### config.mk
export PLATFORM = sky130hd
export DESIGN_NAME = tcm_boot_loader_flat
export DESIGN_NICKNAME = d
export VERILOG_FILES = /design/src/rtl/tcm_boot_loader_if.sv /design/src/rtl/tcm_boot_loader.sv /design/src/flat_wrapper.sv
export SDC_FILE = /design/constraint.sdc
export NUM_CORES = 1
export LEC_CHECK = 0
export BUFFER_PORTS_ARGS = -buffer_cell sky130_fd_sc_hd__buf_2
export CAP_MARGIN = 20
export CORE_MARGIN = 2
export CORE_UTILIZATION = 45
export DETAILED_ROUTE_END_ITERATION = 7
export PLACE_DENSITY = 0.64
export SYNTH_ARGS = -nofsm -noshare
export SYNTH_HDL_FRONTEND = slang
export SYNTH_SLANG_ARGS = --single-unit
### constraint.sdc
create_clock -name clk -period 5.1 [get_ports clk]
set_input_delay 0.255 -clock clk [delete_from_list [all_inputs] [get_ports clk]]
set_output_delay 0.255 -clock clk [all_outputs]
set_load 0.02 [all_outputs]
### src/rtl/tcm_boot_loader_if.sv
// Byte-stream handshake carrying the boot image into the loader.
// A byte transfers on any clock edge where valid and ready are both high.
interface tcm_boot_loader_if;
    logic [7:0] s_byte_data;
    logic       s_byte_valid;
    logic       s_byte_ready;

    modport master (
        output s_byte_data,
        output s_byte_valid,
        input  s_byte_ready
    );

    modport slave (
        input  s_byte_data,
        input  s_byte_valid,
        output s_byte_ready
    );
endinterface

### src/rtl/tcm_boot_loader.sv
// Boot loader: streams a length/image/checksum byte sequence into the TCM and holds the core in reset until it verifies.
// TCM write lands 1 cycle after byte acceptance; 1 byte/cycle. Ready drops once the load ends (DONE or ERR) until rst.
module tcm_boot_loader #(
    parameter  int MEM_WORDS = 4096,
    localparam int ADDR_W    = $clog2(MEM_WORDS)
) (
    input  logic              clk,
    input  logic              rst,
    tcm_boot_loader_if.slave  s_byte,
    input  logic              core_mem_we,
    input  logic [ADDR_W-1:0] core_mem_addr,
    input  logic [31:0]       core_mem_wdata,
    input  logic [3:0]        core_mem_be,
    output logic              mem_we,
    output logic [ADDR_W-1:0] mem_addr,
    output logic [31:0]       mem_wdata,
    output logic [3:0]        mem_be,
    output logic              core_rst,
    output logic              done,
    output logic              error
);
    typedef enum logic [2:0] {ST_LEN, ST_DATA, ST_CHK, ST_DONE, ST_ERR} state_t;

    localparam int          CNT_W     = ADDR_W + 2;
    localparam logic [32:0] MAX_BYTES = 33'(MEM_WORDS) << 2;

    state_t              state_q, state_d;
    logic [CNT_W-1:0]    cnt_q, cnt_d;
    logic [31:0]         len_q, len_d;
    logic [7:0]          sum_q, sum_d;
    logic [23:0]         word_q, word_d;
    logic                ld_we_q, ld_we_d;
    logic [ADDR_W-1:0]   ld_addr_q, ld_addr_d;
    logic [31:0]         ld_wdata_q, ld_wdata_d;
    logic [3:0]          ld_be_q, ld_be_d;

    logic                accept;
    logic [7:0]          byte_in;
    logic [1:0]          lane;
    logic                last;
    logic [31:0]         len_full;
    logic [7:0]          chk_sum;
    logic [31:0]         asm_wdata;
    logic [3:0]          asm_be;

    assign byte_in             = s_byte.s_byte_data;
    assign s_byte.s_byte_ready = (state_q == ST_LEN) || (state_q == ST_DATA) || (state_q == ST_CHK);
    assign accept              = s_byte.s_byte_valid && s_byte.s_byte_ready;
    assign lane                = cnt_q[1:0];
    assign len_full            = {byte_in, len_q[23:0]};
    assign chk_sum             = sum_q + byte_in;
    // Counter width covers the largest legal L, so the 32-bit compare is exact.
    assign last                = ({{(32-CNT_W){1'b0}}, cnt_q} == (len_q - 32'd1));

    always_comb begin
        state_d    = state_q;
        cnt_d      = cnt_q;
        len_d      = len_q;
        sum_d      = sum_q;
        word_d     = word_q;
        ld_we_d    = 1'b0;
        ld_addr_d  = ld_addr_q;
        ld_wdata_d = ld_wdata_q;
        ld_be_d    = ld_be_q;
        asm_wdata  = 32'h0;
        asm_be     = 4'h0;

        // Unfilled upper lanes are zeroed so stale bytes from the previous word never leak.
        case (lane)
            2'd0: begin asm_wdata = {24'h0, byte_in};              asm_be = 4'b0001; end
            2'd1: begin asm_wdata = {16'h0, byte_in, word_q[7:0]}; asm_be = 4'b0011; end
            2'd2: begin asm_wdata = {8'h0, byte_in, word_q[15:0]}; asm_be = 4'b0111; end
            default: begin asm_wdata = {byte_in, word_q};          asm_be = 4'b1111; end
        endcase

        case (state_q)
            ST_LEN: if (accept) begin
                len_d[8*lane +: 8] = byte_in;
                cnt_d              = cnt_q + CNT_W'(1);
                if (lane == 2'd3) begin
                    cnt_d = '0;
                    if (len_full == 32'h0)                   state_d = ST_CHK;
                    else if ({1'b0, len_full} > MAX_BYTES)   state_d = ST_ERR;
                    else                                     state_d = ST_DATA;
                end
            end
            ST_DATA: if (accept) begin
                sum_d = chk_sum;
                cnt_d = cnt_q + CNT_W'(1);
                case (lane)
                    2'd0:    word_d[7:0]   = byte_in;
                    2'd1:    word_d[15:8]  = byte_in;
                    2'd2:    word_d[23:16] = byte_in;
                    default: word_d        = word_q;
                endcase
                if ((lane == 2'd3) || last) begin
                    ld_we_d    = 1'b1;
                    ld_addr_d  = cnt_q[CNT_W-1:2];
                    ld_wdata_d = asm_wdata;
                    ld_be_d    = asm_be;
                end
                if (last) begin
                    state_d = ST_CHK;
                    cnt_d   = '0;
                end
            end
            ST_CHK: if (accept) begin
                state_d = (chk_sum == 8'h00) ? ST_DONE : ST_ERR;
            end
            ST_DONE: state_d = ST_DONE;
            ST_ERR:  state_d = ST_ERR;
            default: state_d = ST_LEN;
        endcase
    end

    always_ff @(posedge clk) begin
        if (rst) begin
            state_q    <= ST_LEN;
            cnt_q      <= '0;
            len_q      <= 32'h0;
            sum_q      <= 8'h0;
            word_q     <= 24'h0;
            ld_we_q    <= 1'b0;
            ld_addr_q  <= '0;
            ld_wdata_q <= 32'h0;
            ld_be_q    <= 4'h0;
        end else begin
            state_q    <= state_d;
            cnt_q      <= cnt_d;
            len_q      <= len_d;
            sum_q      <= sum_d;
            word_q     <= word_d;
            ld_we_q    <= ld_we_d;
            ld_addr_q  <= ld_addr_d;
            ld_wdata_q <= ld_wdata_d;
            ld_be_q    <= ld_be_d;
        end
    end

    assign done     = (state_q == ST_DONE);
    assign error    = (state_q == ST_ERR);
    assign core_rst = !done;

    // Once booted the core owns the TCM port outright.
    assign mem_we    = done ? core_mem_we    : ld_we_q;
    assign mem_addr  = done ? core_mem_addr  : ld_addr_q;
    assign mem_wdata = done ? core_mem_wdata : ld_wdata_q;
    assign mem_be    = done ? core_mem_be    : ld_be_q;
endmodule

### src/flat_wrapper.sv
// flat-port wrapper written by rule: the top's interface ports become plain ports
module tcm_boot_loader_flat 
#(
    parameter  int MEM_WORDS = 4096,
    localparam int ADDR_W    = $clog2(MEM_WORDS)
)
  (clk, rst, core_mem_we, core_mem_addr, core_mem_wdata, core_mem_be, mem_we, mem_addr, mem_wdata, mem_be, core_rst, done, error, s_byte_s_byte_data, s_byte_s_byte_valid, s_byte_s_byte_ready);
  tcm_boot_loader_if s_byte_i ();
  input  logic clk;
  input  logic rst;
  input  logic core_mem_we;
  input  logic [ADDR_W-1:0] core_mem_addr;
  input  logic [31:0] core_mem_wdata;
  input  logic [3:0] core_mem_be;
  output logic mem_we;
  output logic [ADDR_W-1:0] mem_addr;
  output logic [31:0] mem_wdata;
  output logic [3:0] mem_be;
  output logic core_rst;
  output logic done;
  output logic error;
  input wire logic [$bits(s_byte_i.s_byte_data)-1:0] s_byte_s_byte_data;
  input wire logic [$bits(s_byte_i.s_byte_valid)-1:0] s_byte_s_byte_valid;
  output wire logic [$bits(s_byte_i.s_byte_ready)-1:0] s_byte_s_byte_ready;
  assign s_byte_i.s_byte_data = s_byte_s_byte_data;
  assign s_byte_i.s_byte_valid = s_byte_s_byte_valid;
  assign s_byte_s_byte_ready = s_byte_i.s_byte_ready;
  tcm_boot_loader #(.MEM_WORDS(MEM_WORDS)) u_core (.clk(clk), .rst(rst), .s_byte(s_byte_i), .core_mem_we(core_mem_we), .core_mem_addr(core_mem_addr), .core_mem_wdata(core_mem_wdata), .core_mem_be(core_mem_be), .mem_we(mem_we), .mem_addr(mem_addr), .mem_wdata(mem_wdata), .mem_be(mem_be), .core_rst(core_rst), .done(done), .error(error));
endmodule
# Word-level counts from Yosys, hierarchy flattened
# Index checks and enable logic that the tools add are counted.
[classes] add_sub_neg=4 order_cmp=1 eq_ne=13 shift=2 muxes=22 bitwise=2 n_reduce_logical=19
[ops] op="one-hot mux 32 bit (3 select lines)" n=1
[ops] op="2-to-1 mux 14 bit" n=4
[ops] op="negation 5 -> 34 bit" n=1
[ops] op="variable shift 8 x 34 -> 32 bit (first input constant)" n=1
[ops] op="variable part select 8 x 34 -> 32 bit" n=1
[ops] op="bitwise mux 32 bit" n=1
[ops] op="equality test 14 x 32 -> 1 bit" n=1
[ops] op="> comparator 32 x 15 -> 1 bit (second input constant)" n=1
[ops] op="zero test 32 bit" n=1
[ops] op="2-to-1 mux 32 bit" n=1
[ops] op="subtractor 32 x 1 -> 32 bit (second input constant)" n=1
[ops] op="one-hot mux 14 bit (2 select lines)" n=1
[ops] op="2-to-1 mux 3 bit" n=8
[ops] op="one-hot mux 3 bit (5 select lines)" n=1
[ops] op="AND reduction 3 bit" n=5
[ops] op="adder 14 x 1 -> 14 bit (second input constant)" n=1
[ops] op="2-to-1 mux 12 bit" n=1
[ops] op="one-hot mux 4 bit (3 select lines)" n=1
[ops] op="adder 8 bit" n=1
[ops] op="zero test 8 bit" n=1
[ops] op="inequality test 2 x 1 -> 1 bit (second input constant)" n=4
[ops] op="equality test 3 x 2 -> 1 bit (second input constant)" n=2
[ops] op="AND reduction 5 bit" n=1
[ops] op="equality test 2 bit (second input constant)" n=2
[ops] op="15 further kinds" n=20
[word_totals] ff_bits=130 inputBits=60 out_inout_bits=53 word_cells=74

# Logic depth before layout (Yosys ltp)
[depth] depth_word=6 mapped_depth=13 ltp_nobuf=11

# Worst setup path before layout
# OpenSTA, ideal clock, no wires.
[synth_timing] kind="register to register" start="register u_core.len_q[4]" end="register u_core.ld_wdata_q[22]" setup_time_ns=0.122 arrival_ns=3.172 required_ns=4.978 slack_ns=1.807 path_stages_with_launch=12 path_buffers=3 path_cell_list="dfxtp_1 -> buf_2 -> or4_1 -> buf_2 -> or4_4 -> o21a_1 -> nor4_2 -> nand4_1 -> o41ai_4 -> a21oi_2 -> buf_6 -> a221o_1"
[synth_via] elab_chain_cells=4
[synth_rtl] element="start: declaration" line_no="tcm_boot_loader.sv:29" rtl="logic [31:0] len_q, len_d;"
[synth_rtl] element="start signal: assignment" line_no="tcm_boot_loader.sv:130" rtl="len_q <= len_d;"
[synth_rtl] element="subtractor 32 x 1 -> 32 bit" line_no="tcm_boot_loader.sv:53" rtl="assign last = ({{(32-CNT_W){1'b0}}, cnt_q} == (len_q - 32'd1));"
[synth_rtl] element="equality test 14 x 32 -> 1 bit" line_no="tcm_boot_loader.sv:53"
[synth_rtl] element="logical OR 1 bit" line_no="tcm_boot_loader.sv:96" rtl="if ((lane == 2'd3) || last) begin"
[synth_rtl] element="AND reduction 3 bit (no line)"
[synth_rtl] element="end signal: assignment" line_no="tcm_boot_loader.sv:135" rtl="ld_wdata_q <= ld_wdata_d;"
[synth_rtl] element="end: declaration" line_no="tcm_boot_loader.sv:34" rtl="logic [31:0] ld_wdata_q, ld_wdata_d;"
# Every way passes these cells.
# A chain may end at the register's enable or synchronous reset.

# Worst setup path after layout
[layout_timing] start="register u_core.len_q[0]" end="register u_core.ld_wdata_q[18]"
# Same word-level chain as after synthesis.

==> metrics.csv <==
metric;value;unit
start_util;0.461;
power.density;416;nW/um2
use_met1;0.357;
multi_input_area;4360;um2
path_cells;or4_1 -> or4_1 -> a32o_1 -> a31oi_1 -> nand2_1 -> o41ai_4 -> buf_4 -> a21oi_2 -> a221o_1;
overflow;0;
rsz0062_at_grt;no;
cap_viol_max_count;0;
final_core_util;0.534;
grt_pass1_vias;6646;
htreeDepth;4;
cts.sinks;130;
min_path_type;input port to flip-flop;
clkTransAtPathRegs;60;ps
cts_buffer_depth;2;
grt_use_met3;0.0423;
clockRootBuffer;clkbuf_16;
grt_pass1_wl;35800;um
period_needed;3920;ps
ys_ff_latch;130;
syn_inst;1001;
p_sw;0.00138;W
dieArea;17400;um2
cpMostUsedCell;or4_1;
cp_slowest_stage_delay;730;ps
critPathTopFamily;compound AO/OA/AOI/OAI gates;
fin_crit_sh;0.768;
comb_power_share;0.341;
path_max_fanout;30;
gp_congestion;0.976;
crit_path_start;u_core.len_q[0];
drt-total-wl;22700;um
ys_types;65;
finalMaxSlewViolations;0;
core_area;15900;um2
syn_to_final_growth;15.8;%
seq_area;2600;um2
fin_skew;7.52;ps
grt_usage;0.257;
grt_antenna_before_repair;0;
synth_edf_count;0;
slew_headroom;0.334;
slowest_stage;or4_1;
finalHoldViolCount;0;
r2r_setup_slack;1180;ps
pwr-share-seq;0.321;
cp-start-kind;flip-flop;
fp-row-count;46;
hold_path.startpoint;s_byte_s_byte_data[1];
die_h;132;um
dp_hpwl;15600;um
r2r-start;u_core.len_q[0];
yosys-top-cells-area;dfxtp_1 35%, nand2_1 12%, a21oi_1 6.7%;
drc_errors;0;
viasPerCell;5.78;
leakagePower;3.43;nW
switching_share;0.390;
drtIter0Drc;782;
status;completed;
synth_area_per_cell;7.34;um2
critPathKind;flip-flop to flip-flop;
firstDrtPassIters;5;
post_cts_resized;0;
synth.top_cell.area_share;0.354;
internal-power;0.00216;W
vias;7453;
routedWlPerCell;17.6;um
cts_tree;yes;
crit_arrival;4240;ps
drtAntennaViolNets;0;
synth_flop_cell;dfxtp_1;
setup_tns;0;ps
path_buf_inv;1;
max_freq;255;MHz
cp.required;5420;ps
ioPinCount;113;
io_buffer_count;112;
drive_above_1_share;0.153;
async_flop_share;0;
syn-cell-area;7350;um2
numCtsBuffers;17;
setup_viol;0;
busiest_layer;met2;
seq_area_frac_synth;0.354;
cts_setup_buffers;0;
fillers;1543;
fin_nets;1138;
die_w;132;um
clk_latency;430;ps
yosys.area.top_type;dfxtp_1;
ys_warn_count;0;
ctsHoldBuffers;0;
worst_pin_slew;997;ps
n_antenna_cell;0;
clock_power_share;0.337;
cp-end-kind;flip-flop;
syn-num-nets;1079;
grt_max_degree;72;
use_met2;0.403;
ir_drop;0.281;mV
-- power by group through the flow --
stage	clock network (W)	logic [W]	registers, W
2_1_floorplan	0	0.000936	0.00110
3_3_place_gp	0	0.00118	0.00115
3_5_place_dp	0	0.00118	0.00115
4_1_cts	0.00120	0.00119	0.00113
5_1_grt	0.00125	0.00133	0.00114
6_report	0.00119	0.00121	0.00114
-- cell type report --
cell class	instances	area share
Inverter	19	0.00838
Sequential cell	130	0.306
Clock buffer	18	0.0504
Multi-Input combinational cell	772	0.512
Timing Repair Buffer	120	0.0747
Tap cell	216	0.0318
Clock inverter	14	0.0169
-- state kept, by name (all words and copies together) (netlist names), 3 cells and up --
register and flops:
u_core.ld_addr_q 12, u_core.cnt_q 14, u_core.ld_wdata_q 32, u_core.sum_q 8
u_core.len_q 32, u_core.ld_be_q 4, u_core.word_q 24, u_core.state_q 3
-- synth_stat cells, types with 3 or more instances --
cell type    n
a211oi_1    24
a21o_1       3
a21oi_1     98
a221o_1      8
a22o_1       8
a22oi_1     17
a31oi_1      3
and2_1      15
and3_1       7
buf_1        6
buf_2        5
buf_4        3
clkbuf_1    65
dfxtp_1    130
ha_1        17
inv_1       17
nand2_1    240
nand2b_1     3
nand3_1     87
nand3b_1     4
nand4_1     12
nor2_1      22
nor2b_1      4
nor3_1      36
nor3b_1      7
nor4_1      22
o2111ai_1    3
o211ai_1     6
o21a_1       6
o21ai_0     28
or3_1       10
or4_1        7
xnor2_1     19
xor2_1      15
-- stage by stage --
step	power (W)	cells	instance area [um2]	hold WS, ps	setup WS, ps
after floorplan	0.00204	1001	7350	432	1810
after global placement	0.00234	1256	7920	438	1310
after detailed placement	0.00233	1256	7920	443	1220
after CTS	0.00352	1288	8490	276	1220
after global routing	0.00372	1289	8510	289	988
final	0.00354	1289	8510	285	1180
-- path summary, 6_finish.rpt --
path | end | cells past startpoint
setup / recovery | u_core.ld_wdata_q[18] | 9
hold / removal | u_core.word_q[17] | 3
setup reg to reg | u_core.ld_wdata_q[18] | 9
hold reg to reg | u_core.word_q[23] | 2
-- routing by layer --
layer	share of wire	vias to the layer above	wire length, um
li1	-	3681	-
met1	0.46	3495	10500
met2	0.46	238	10400
met3	0.054	39	1230
met4	0.023	0	512
met5	0	-	0
-- cell usage in the layout, fill, tap and decap left out, types with 4 or more instances in the layout --
cell	count
nor4_1	22
buf_4	8
nand4_1	12
o211ai_1	6
and2_1	15
nand2_1	240
nor3b_1	7
a22o_1	8
nor2b_1	4
or3_1	10
nor3_1	36
buf_2	111
nor2_1	22
xor2_1	15
inv_1	17
a22oi_1	17
a211oi_1	24
a21oi_1	98
inv_6	6
nand3_1	86
nand3b_1	4
a221o_1	8
and3_1	6
or4_1	7
dfxtp_1	130
o21ai_0	28
ha_1	17
clkbuf_16	17
o21a_1	6
clkinvlp_4	4
xnor2_1	19
-- worst min-delay path: cells and delay by family --
family          cells  cell delay (ps)
simple gates        1              120
compound gates      1               60
buf+inv             1              240
-- kinds of logic after synthesis --
| group | count (synthesis) | share of synthesized area |
|---|---|---|
| simple gates | 490 | 0.316 |
| compound gates | 229 | 0.202 |
| flops | 130 | 0.354 |
| buf+inv | 99 | 0.0540 |
| xor+xnor | 34 | 0.0405 |
| fa+ha+maj | 18 | 0.0317 |
| mux | 1 | 0.00153 |
Power figures use the tool's default switching activity.
